[config.mk]
export PLATFORM = sky130hd
export DESIGN_NAME = imem_loader_arbiter
export DESIGN_NICKNAME = d
export VERILOG_FILES = /design/src/rtl/imem_loader_arbiter.sv
export SDC_FILE = /design/constraint.sdc
export NUM_CORES = 1
export LEC_CHECK = 0
export BUFFER_PORTS_ARGS = -buffer_cell sky130_fd_sc_hd__buf_4
export CAP_MARGIN = 20
export CORE_MARGIN = 4
export CORE_UTILIZATION = 30
export DETAILED_ROUTE_END_ITERATION = 7
export SYNTH_ARGS = -nofsm -noshare
export SYNTH_HDL_FRONTEND = slang
export SYNTH_SLANG_ARGS = --single-unit
[constraint.sdc]
create_clock -name clk -period 4.45 [get_ports clk]
set_input_delay 0.445 -clock clk [delete_from_list [all_inputs] [get_ports clk]]
set_output_delay 0.445 -clock clk [all_outputs]
set_load 0.005 [all_outputs]
[src/rtl/imem_loader_arbiter.sv]
// ============================================================================
// imem_loader_arbiter : shares the instruction-memory port between CPU fetch
//                       and a byte-stream program loader (MSB-first words).
// Optional checksum byte after the last word: IMEM_LOADER_CHECKSUM_EN
// Revision: 1.0  initial release
// ============================================================================
`default_nettype none

module imem_loader_arbiter #(
   parameter int DEPTH = 64,
   parameter int LEN_W = $clog2(DEPTH) + 1
) (
   input  logic             clk,
   input  logic             reset,
   input  logic [31:0]      fetch_a,
   output logic [31:0]      fetch_rd,
   output logic             cpu_stall,
   input  logic             load_start,
   input  logic [LEN_W-1:0] load_len,
   input  logic             byte_valid,
   input  logic [7:0]       byte_data,
   output logic             byte_ready,
   output logic             load_done,
   output logic             load_err,
   output logic [31:0]      mem_a,
   output logic [31:0]      mem_wd,
   output logic             mem_we,
   input  logic [31:0]      mem_rd
);

   localparam int IDX_W = $clog2(DEPTH);

   typedef enum logic [2:0] {
      S_RUN,
      S_COLLECT,
      S_WRITE,
`ifdef IMEM_LOADER_CHECKSUM_EN
      S_CHECK,
`endif
      S_DONE
   } state_t;

   state_t             state_q, state_d;
   logic [LEN_W-1:0]   len_q, len_d;
   logic [IDX_W-1:0]   word_idx_q, word_idx_d;
   logic [1:0]         byte_cnt_q, byte_cnt_d;
   logic [31:0]        word_q, word_d;
   logic               last_word;
   logic [LEN_W-1:0]   len_clamped;
`ifdef IMEM_LOADER_CHECKSUM_EN
   logic [7:0]         chk_q, chk_d;
   logic               err_q, err_d;
`endif

   // Zero or oversize lengths load the whole memory, so word_idx never wraps.
   assign len_clamped = (load_len == '0 || load_len > LEN_W'(DEPTH)) ? LEN_W'(DEPTH) : load_len;
   assign last_word   = ({1'b0, word_idx_q} + LEN_W'(1)) == len_q;

   always_comb begin
      state_d    = state_q;
      len_d      = len_q;
      word_idx_d = word_idx_q;
      byte_cnt_d = byte_cnt_q;
      word_d     = word_q;
`ifdef IMEM_LOADER_CHECKSUM_EN
      chk_d      = chk_q;
      err_d      = err_q;
`endif
      mem_a      = fetch_a;
      fetch_rd   = mem_rd;
      cpu_stall  = 1'b0;
      byte_ready = 1'b0;
      mem_we     = 1'b0;
      mem_wd     = 32'h0000_0000;
      load_done  = 1'b0;

      if (state_q != S_RUN) begin
         mem_a     = {{(30-IDX_W){1'b0}}, word_idx_q, 2'b00};
         fetch_rd  = 32'h0000_0000;
         cpu_stall = 1'b1;
      end

      case (state_q)
         S_RUN: begin
            if (load_start) begin
               len_d      = len_clamped;
               word_idx_d = '0;
               byte_cnt_d = '0;
`ifdef IMEM_LOADER_CHECKSUM_EN
               chk_d      = 8'h00;
               err_d      = 1'b0;
`endif
               state_d    = S_COLLECT;
            end
         end
         S_COLLECT: begin
            byte_ready = 1'b1;
            if (byte_valid) begin
               word_d     = {word_q[23:0], byte_data};
               byte_cnt_d = byte_cnt_q + 2'd1;
`ifdef IMEM_LOADER_CHECKSUM_EN
               chk_d      = chk_q ^ byte_data;
`endif
               if (byte_cnt_q == 2'd3) state_d = S_WRITE;
            end
         end
         S_WRITE: begin
            mem_we = 1'b1;
            mem_wd = word_q;
            if (last_word) begin
`ifdef IMEM_LOADER_CHECKSUM_EN
               state_d = S_CHECK;
`else
               state_d = S_DONE;
`endif
            end else begin
               word_idx_d = word_idx_q + IDX_W'(1);
               state_d    = S_COLLECT;
            end
         end
`ifdef IMEM_LOADER_CHECKSUM_EN
         S_CHECK: begin
            byte_ready = 1'b1;
            if (byte_valid) begin
               if (byte_data != chk_q) err_d = 1'b1;
               state_d = S_DONE;
            end
         end
`endif
         S_DONE: begin
            load_done = 1'b1;
            state_d   = S_RUN;
         end
         default: state_d = S_RUN;
      endcase
   end

   always_ff @(posedge clk) begin
      if (reset) begin
         state_q    <= S_RUN;
         len_q      <= '0;
         word_idx_q <= '0;
         byte_cnt_q <= '0;
         word_q     <= '0;
`ifdef IMEM_LOADER_CHECKSUM_EN
         chk_q      <= '0;
         err_q      <= 1'b0;
`endif
      end else begin
         state_q    <= state_d;
         len_q      <= len_d;
         word_idx_q <= word_idx_d;
         byte_cnt_q <= byte_cnt_d;
         word_q     <= word_d;
`ifdef IMEM_LOADER_CHECKSUM_EN
         chk_q      <= chk_d;
         err_q      <= err_d;
`endif
      end
   end

`ifdef IMEM_LOADER_CHECKSUM_EN
   assign load_err = err_q;
`else
   assign load_err = 1'b0;
`endif

endmodule

`default_nettype wire

==> flow_summary.json, run 1 <==
{
  "outcome": "finished, final reports clean",
  "root_buffer": "clkbuf_8",
  "max_stage_delay_ns": 0.62,
  "end_kind": "output pin",
  "reg2reg_slack_ns": 2.22,
  "synth_edf_count": 0,
  "hp-class": "in2reg",
  "period_minus_slack_ns": 2.61,
  "tightest_slew_ns": 0.735,
  "place_area_um2": 4130,
  "avgViaCountPerCell": 4.55,
  "place.port_buffers": 182,
  "power_frac_comb": 0.231,
  "clock_latency_ns": 0.30,
  "synth.top_cell.area_share": 0.364,
  "critPathRequiredTime_ns": 4.01,
  "dr.pass1.iters": 5,
  "cp-start-kind": "flop",
  "switching_share": 0.245,
  "hold_viol": 0,
  "dp_hpwl_um": 7260,
  "first_global_vias": 2709,
  "drive_above_1_share": 0.374,
  "design_area_um2": 4290,
  "grt_max_degree": 70,
  "mostFrequentLayoutCells": "buf_4 (182), and2_1 (92), nand2_1 (74), dfxtp_1 (49), a21oi_1 (43)",
  "postCtsResizedCells": 0,
  "p_int_mw": 0.756,
  "antenna_found_initial": 2,
  "drc": 0,
  "syn_nets": 453,
  "htreeDepth": 2,
  "nets": 619,
  "clk_pin_slew_ns": 0.09,
  "rsz0062_at_grt": "false",
  "p_sw_mw": 0.246,
  "cts_tree": "yes",
  "synth_cells": 368,
  "finalSetupTns_ns": 0,
  "max_slew_margin": 0.507,
  "cp_slowest_cell": "clkinv_1",
  "cts-buffers-inserted": 5,
  "start_util": 0.309,
  "die_height_um": 103,
  "cts.sinks": 49,
  "r2r_start": "word_idx_q[0]$_SDFFE_PP0P_",
  "finClkSkew_ns": 0.00698,
  "worstSetupPathType": "reg2out",
  "ys_ff_latch": 49,
  "drv_cap": 0,
  "p_clk_frac": 0.317,
  "die-area_um2": 10600,
  "leakagePower_nw": 1.90,
  "crit_path_start": "state_q[0]$_SDFFE_PP0P_",
  "yosys-top-cells-area": "dfxtp_1 (36%), and2_1 (21%), nand2_1 (10%), a21oi_1 (8.0%), clkbuf_1 (3.2%)",
  "powerDensity_nw_per_um2": 234,
  "core.rowCount": 34,
  "peakVddDrop_uv": 171,
  "synthFlopType": "dfxtp_1",
  "grt_pass1_wl_um": 13500,
  "cts_hold_buf": 0,
  "clock_path_buffers": 2,
  "detail_route.wl_per_cell_um": 14.2,
  "worstPathArrival_ns": 2.17,
  "die_x_um": 103,
  "post-route-period-util": 0.587,
  "synth_cell_types": 34,
  "yosysWarnings": 0,
  "cp_max_fo": 37,
  "drt_wl_total_um": 9170,
  "ant_nets": 0,
  "post_cts_buffers": 0,
  "synth-seq-area-share": 0.364,
  "seqPwrFrac": 0.452,
  "hold_ws_ns": 0.385,
  "area_growth_pct": 59.3,
  "worstReg2RegEnd": "word_idx_q[3]$_SDFFE_PP0P_",
  "rr_worst_depth": 7,
  "crit_end": "mem_wd[27]",
  "ys_async_sr_fraction": 0,
  "num_io_pins": 184,
  "place_congestion": 0.847,
  "slew_viol_final": 0,
  "core_area_um2": 8720,
  "syn_area_um2": 2690,
  "final_common_cell": "buf_4",
  "drt-initial-drc-count": 146,
  "crit_chain": "nand2b_1, clkinv_1, and2_1, buf_4",
  "grt_usage": 0.162,
  "syn_avg_cell_area_um2": 7.32,
  "vias": 2937,
  "finalSetupViolCount": 0,
  "gr-total-overflow": 0,
  "yosys.area.top_type": "dfxtp_1",
  "max_freq_mhz": 383
}
-- stage by stage --
| step | utilization | setup slack (ns) | total power, mW | std cells |
|---|---|---|---|---|
| after floorplan | - | 2.51 | 0.548 | 368 |
| after global placement | 0.470 | 2.18 | 0.687 | 632 |
| after detailed placement | 0.473 | 2.11 | 0.691 | 633 |
| after CTS | 0.486 | 1.77 | 1.01 | 641 |
| after global routing | 0.492 | 1.58 | 1.06 | 645 |
| final | 0.492 | 1.84 | 1.00 | 645 |
-- final cells by class --
type / instances / area, um2
Tap cell: 108 / 135
Multi-Input combinational cell: 289 / 1600
Clock buffer: 5 / 68.8
Clock inverter: 3 / 43.8
Inverter: 4 / 15.0
Fill cell: 893 / 4430
Timing Repair Buffer: 185 / 1440
Sequential cell: 49 / 981
Antenna cell: 2 / 5.00
-- state kept, by name, summed over array words and instances, names as in the netlist --
register	cells
byte_cnt_q	2
len_q	7
state_q	2
word_idx_q	6
word_q	32
-- power by group through the flow --
stage | registers [mW] | logic, mW | clock network (mW)
final | 0.453 | 0.231 | 0.318
after global routing | 0.454 | 0.254 | 0.349
after CTS | 0.453 | 0.228 | 0.331
after detailed placement | 0.463 | 0.228 | 0
after global placement | 0.463 | 0.224 | 0
after floorplan | 0.461 | 0.0871 | 0
-- worst min-delay path by stage --
stage | cells past startpoint | from | endpoint
after floorplan | 2 | word_q[24]$_SDFFE_PP0P_ | word_q[24]$_SDFFE_PP0P_
after global placement | 2 | word_q[26]$_SDFFE_PP0P_ | word_q[26]$_SDFFE_PP0P_
after detailed placement | 2 | word_q[27]$_SDFFE_PP0P_ | word_q[27]$_SDFFE_PP0P_
after CTS | 3 | byte_data[2] | word_q[2]$_SDFFE_PP0P_
after global routing | 3 | byte_data[2] | word_q[2]$_SDFFE_PP0P_
final | 3 | byte_data[2] | word_q[2]$_SDFFE_PP0P_
-- synth_stat cells (2+ instances only) --
cell type / instances
buf_2: 2
nor3b_1: 6
ha_1: 2
o31ai_1: 3
a311o_1: 2
xor2_1: 2
nor3_1: 4
dfxtp_1: 49
mux2_2: 4
a21oi_1: 43
nor2_1: 18
inv_1: 3
nand2_1: 74
nand2b_1: 4
or3_1: 3
xnor2_1: 5
clkbuf_1: 23
o21ai_0: 6
nand3_1: 7
and2_1: 92
nor2b_1: 3
-- worst max-delay path, delay by kind of cell, from the launching register on --
family	cells	cell delay (ns)
buf+inv	2	0.76
simple gates	2	0.68
flops	1	0.42
-- cell families (layout without fill, tap and decap cells) --
logic type | after synthesis | after routing | share of synthesized area
AO/OA/AOI/OAI | 59 | 59 | 0.121
XOR/XNOR | 7 | 7 | 0.0228
adder cells (fa/ha/maj) | 2 | 2 | 0.00929
buffers and inverters | 30 | 197 | 0.0441
flip-flops | 49 | 49 | 0.364
multiplexers | 4 | 4 | 0.0167
other | 1 | 3 | 0.00139
AND/OR/NAND/NOR | 216 | 216 | 0.421
-- layer usage --
metal | vias to the layer above | share of wire | global-route usage
met5 | - | 0 | 0
met4 | 0 | 0.029 | 0.0598
met3 | 14 | 0.091 | 0.0359
met2 | 115 | 0.52 | 0.314
met1 | 1287 | 0.36 | 0.170
li1 | 1521 | - | -
No activity file was read; power rests on OpenSTA's default activity.
==> inputs of run 2 (changes only) <==
Clock period 4.45 ns to 2.6 ns, I/O delays scaled along.
==> run 2 against run 1 <==
First-iteration DRC count fell by 18%. Wire length up 2.1%. Final area is 1.2% lower. Clock skew rose by 0.0012 ns. Global-route usage is 0.27 points higher. Clock-buffer cell count up 2. Critical path depth increased by 3. Combinational power is 68% higher. Sequential share of layout area grew 0.27 points. Flip-flop and latch count did not move. Register-to-register slack lost 1.8 ns. Sequential power grew 71%. Highest routed layer unchanged.
==> flow_summary.json, run 2 (synthesized netlist as in run 1, its figures left out) <==
{
  "outcome": "finished, final reports clean",
  "avgViaCountPerCell": 4.63,
  "hp-class": "in2reg",
  "hold_viol": 0,
  "die-area_um2": 10600,
  "clk_pin_slew_ns": 0.09,
  "dp_hpwl_um": 7440,
  "finClkSkew_ns": 0.00820,
  "switching_share": 0.251,
  "core.rowCount": 34,
  "first_global_vias": 2669,
  "post-route-period-util": 0.847,
  "post_cts_buffers": 0,
  "peakVddDrop_uv": 192,
  "drv_cap": 0,
  "end_kind": "flop",
  "clock_path_buffers": 2,
  "mostFrequentLayoutCells": "buf_4 (187), and2_1 (92), nand2_1 (74), dfxtp_1 (49), a21oi_1 (43)",
  "drt_wl_total_um": 9370,
  "num_io_pins": 184,
  "final_common_cell": "buf_4",
  "drc": 0,
  "htreeDepth": 2,
  "max_slew_margin": 0.601,
  "critPathRequiredTime_ns": 2.80,
  "place_area_um2": 4140,
  "postCtsResizedCells": 0,
  "detail_route.wl_per_cell_um": 14.5,
  "drive_above_1_share": 0.376,
  "gr-total-overflow": 0,
  "clock_latency_ns": 0.30,
  "cts-buffers-inserted": 5,
  "largest-register": "word_q",
  "powerDensity_nw_per_um2": 391,
  "die_height_um": 103,
  "largest_reg_flops": 32,
  "p_int_mw": 1.24,
  "vias": 2989,
  "core_area_um2": 8720,
  "drt-initial-drc-count": 120,
  "tightest_slew_ns": 0.594,
  "power_frac_comb": 0.233,
  "p_sw_mw": 0.416,
  "grt_usage": 0.165,
  "finalSetupViolCount": 0,
  "start_util": 0.309,
  "largestRegisters": "word_q (32), len_q (7), word_idx_q (6)",
  "cp_slowest_cell": "or3_1",
  "crit_chain": "ha_1, nand3_1, nor2_1, xor2_1, or3_1, a311o_1, o31ai_1",
  "p_clk_frac": 0.300,
  "cts_tree": "yes",
  "worstSetupPathType": "reg2reg",
  "ant_nets": 0,
  "worstPathArrival_ns": 2.40,
  "root_buffer": "clkbuf_8",
  "slew_viol_final": 0,
  "cp_max_fo": 7,
  "diodes": 0,
  "period_minus_slack_ns": 2.20,
  "finalSetupTns_ns": 0,
  "design_area_um2": 4240,
  "area_growth_pct": 57.5,
  "max_stage_delay_ns": 0.49,
  "antenna_found_initial": 0,
  "place_congestion": 0.833,
  "leakagePower_nw": 1.89,
  "cts_hold_buf": 0,
  "cp-start-kind": "flop",
  "grt_pass1_wl_um": 13600,
  "cts.sinks": 49,
  "fillCellCount": 904,
  "rsz0062_at_grt": "false",
  "nets": 621,
  "seqPwrFrac": 0.467,
  "max_freq_mhz": 454,
  "grt_max_degree": 51,
  "dr.pass1.iters": 4,
  "die_x_um": 103,
  "place.port_buffers": 182
}
## run 2: metrics by stage
| step | hold WS (ns) | instances | setup slack [ns] | util | power, mW |
|---|---|---|---|---|---|
| floorplan | 0.396 | 368 | 0.656 | - | 0.937 |
| global placement | 0.440 | 637 | 0.567 | 0.474 | 1.18 |
| detailed placement | 0.442 | 637 | 0.472 | 0.474 | 1.19 |
| CTS | 0.196 | 645 | 0.434 | 0.486 | 1.68 |
| global route | 0.192 | 645 | 0.288 | 0.486 | 1.75 |
| finish | 0.199 | 645 | 0.398 | 0.486 | 1.66 |
## run 2: routing by layer
metal	up-vias	GRT usage	wire length, um
met5	-	0	0
met4	0	0.0349	129
met3	11	0.0406	899
met2	116	0.313	4960
met1	1347	0.186	3380
li1	1515	-	-
## run 2: worst paths after layout
| path | startpoint | endpoint | slack [ns] | cells after the start |
|---|---|---|---|---|
| setup / recovery | word_idx_q[0]$_SDFFE_PP0P_ | word_idx_q[3]$_SDFFE_PP0P_ | 0.40 | 7 |
| hold / removal | byte_data[3] | word_q[3]$_SDFFE_PP0P_ | 0.20 | 3 |
| setup reg to reg | word_idx_q[0]$_SDFFE_PP0P_ | word_idx_q[3]$_SDFFE_PP0P_ | 0.40 | 7 |
| hold reg to reg | word_q[24]$_SDFFE_PP0P_ | word_q[24]$_SDFFE_PP0P_ | 0.45 | 2 |
## run 2: layout make-up
class                      count  area, um2  share of cell area
multi-input combinational    289       1600               0.377
timing repair buffer         187       1400               0.331
sequential                    49        981               0.231
tap                          108        135              0.0319
clock buffer                   7       96.3              0.0227
inverter                       4       15.0             0.00354
clock inverter                 1       8.76             0.00207
## run 2: power by group through the flow
stage	registers (mW)	logic [mW]	clock network [mW]
after floorplan	0.788	0.149	0
after global placement	0.792	0.391	0
after detailed placement	0.792	0.393	0
after CTS	0.775	0.394	0.511
after global routing	0.777	0.426	0.544
final	0.775	0.387	0.497
## run 2: worst max-delay path: cells and delay by family, from the launching register on
family / cells / cell delay [ns]
AND/OR/NAND/NOR: 3 / 0.80
adder cells (fa/ha/maj): 1 / 0.33
flip-flops: 1 / 0.46
XOR/XNOR: 1 / 0.09
AO/OA/AOI/OAI: 2 / 0.42
==> inputs of run 3 (changes only) <==
Settings changed: ABC_AREA from default to 1.
Clock period 2.6 ns to 1.8 ns, I/O delays scaled along.
==> run 3 against run 2 <==
Clock-buffer cell count down 2. Largest cell class is now buffers. Wire length increased by 7.0%. Non-clock buffer count increased by 4. Worst hold slack got worse by 0.12 ns. Flip-flop and latch count unchanged. Final cell count rose by 21%. Die area up 5.5%. Critical path depth decreased by 2. Final area up 5.4%. Area after synthesis grew 6.0%.
==> flow_summary.json, run 3 <==
{
  "regArea_um2": 983,
  "cts_tree": "yes",
  "outcome": "finished, final reports clean",
  "clk_pin_slew_ns": 0.10,
  "num_io_pins": 184,
  "place.port_buffers": 182,
  "finalSetupTns_ns": 0,
  "grt_max_degree": 61,
  "synthFlopType": "dfxtp_1",
  "yosysWarnings": 0,
  "drv_cap": 0,
  "htreeDepth": 2,
  "syn_area_um2": 2850,
  "clock_path_buffers": 2,
  "largest-register": "word_q",
  "vias": 3363,
  "cp-start-kind": "flop",
  "avgViaCountPerCell": 4.31,
  "synth_top_family_by_area": "simple AND/OR/NAND/NOR gates",
  "antenna_found_initial": 0,
  "core_area_um2": 9240,
  "synth-compound-area-share": 0.172,
  "clock_latency_ns": 0.31,
  "syn_avg_cell_area_um2": 6.01,
  "critPathRequiredTime_ns": 1.62,
  "drive_above_1_share": 0.343,
  "start_util": 0.309,
  "worstSetupPathType": "reg2out",
  "gr-total-overflow": 0,
  "max_freq_mhz": 583,
  "drt_wl_total_um": 10000,
  "dp_hpwl_um": 7900,
  "grt_usage": 0.166,
  "finClkSkew_ns": 0.00769,
  "leakagePower_nw": 2.36,
  "synth_commonest_cells": "inv_1 (112), nor2_1 (103), dfxtp_1 (49)",
  "root_buffer": "clkbuf_8",
  "place_congestion": 0.864,
  "cts-buffers-inserted": 5,
  "worstPathArrival_ns": 1.53,
  "largestRegisters": "word_q (32), len_q (7), word_idx_q (6)",
  "area_growth_pct": 56.6,
  "fillCellCount": 959,
  "synth_xor_area_frac": 0.00614,
  "ant_nets": 0,
  "ys_ff_latch": 49,
  "die-area_um2": 11100,
  "finalSetupViolCount": 0,
  "yosys-top-cells-area": "dfxtp_1 (34%), inv_1 (15%), nor2_1 (14%), a21oi_1 (8.2%), o21ai_0 (7.7%)",
  "tightest_slew_ns": 0.590,
  "die_height_um": 106,
  "synthAdderAreaFrac": 0.00877,
  "synth_cell_types": 26,
  "yosysMostFrequentCell": "inv_1",
  "synth-seq-area-share": 0.344,
  "diodes": 0,
  "ys_async_sr_fraction": 0,
  "synth.top_cell.area_share": 0.344,
  "dr.pass1.iters": 4,
  "die_x_um": 106,
  "drc": 0,
  "period_minus_slack_ns": 1.71,
  "synth-simple-area-share": 0.274,
  "detail_route.wl_per_cell_um": 12.8,
  "mostFrequentLayoutCells": "buf_4 (190), inv_1 (112), nor2_1 (101), nand2_1 (48)",
  "powerDensity_nw_per_um2": 681,
  "power.total_mw": 3.05,
  "end_kind": "output pin",
  "slew_viol_final": 0,
  "post-route-period-util": 0.952,
  "hp-class": "in2reg",
  "synth_edf_count": 0,
  "core.rowCount": 35,
  "first_global_vias": 3159,
  "synth_cells": 475,
  "drt-initial-drc-count": 196,
  "synth_mux_area_frac": 0,
  "cp_max_fo": 60,
  "multi_input_area_um2": 1350,
  "max_slew_margin": 0.606,
  "yosys.area.top_type": "dfxtp_1",
  "peakVddDrop_uv": 340,
  "cts.sinks": 49,
  "nets": 735,
  "hold_viol": 0,
  "final_common_cell": "buf_4",
  "syn_nets": 560,
  "grt_pass1_wl_um": 15300,
  "largest_reg_flops": 32
}
run 3: cell types whose count changed after synthesis, moves of 10 or more:
cell | before | now
o21ai_0 | 6 | 44
inv_1 | 3 | 112
nor2_1 | 18 | 103
nand2_1 | 74 | 48
clkbuf_1 | 23 | 13
and2_1 | 92 | 0
run 3: timing repair:
action	4_1_cts	5_1_grt
pin swaps	0	2
buffers inserted	0	1
hold buffers	0	0
setup endpoints to repair	60	11
cloned	0	1
resized for setup	2	8
run 3: kinds of logic (layout without fill, tap and decap cells):
logic type | after synthesis | after routing
AO/OA/AOI/OAI | 96 | 96
other | 1 | 1
AND/OR/NAND/NOR | 184 | 185
flip-flops | 49 | 49
adder cells (fa/ha/maj) | 2 | 2
buffers and inverters | 141 | 316
XOR/XNOR | 2 | 2
run 3: cell type report:
cell class	count	share of cell area
timing repair buffer	191	0.324
multi-input combinational	286	0.301
sequential	49	0.220
inverter	117	0.0983
tap	129	0.0361
clock buffer	5	0.0154
clock inverter	3	0.00560
run 3: critical path, cell delays in order, from the launching register on:
cell	delay (ns)
dfxtp_1	0.39
nor2_1	0.17
inv_2	0.07
buf_12	0.18
nor2_1	0.24
buf_4	0.17
run 3: stage by stage:
step	hold slack [ns]	cell area (um2)	setup slack [ns]	cells	util
detailed placement	0.410	4330	0.0561	770	0.468
finish	0.0803	4470	0.0858	780	0.484
global route	0.0695	4470	-0.0148	780	0.484
floorplan	0.249	2850	0.246	475	-
CTS	0.0690	4430	0.0322	778	0.479
global placement	0.406	4330	0.163	770	0.468
run 3: worst paths after layout:
check | from | end | slack [ns] | cells past startpoint
worst max register to register | word_idx_q[0]$_SDFFE_PP0P_ | word_idx_q[0]$_SDFFE_PP0P_ | 0.14 | 11
worst min register to register | word_q[16]$_SDFFE_PP0P_ | word_q[24]$_SDFFE_PP0P_ | 0.47 | 2
worst min-delay path | reset | state_q[0]$_SDFFE_PP0P_ | 0.08 | 2
worst max-delay path | state_q[0]$_SDFFE_PP0P_ | fetch_rd[12] | 0.09 | 5
run 3: routing by layer:
layer  global-route usage  wire length, um  share of wire
met5                    0                0              0
met4               0.0222               29         0.0029
met3               0.0331              661          0.066
met2                0.315             5090           0.51
met1                0.196             4240           0.42
run 3: power by group:
group | internal, mW | switching, mW
Sequential | 1.19 | 0.0723
Clock | 0.284 | 0.418
Combinational | 0.529 | 0.553
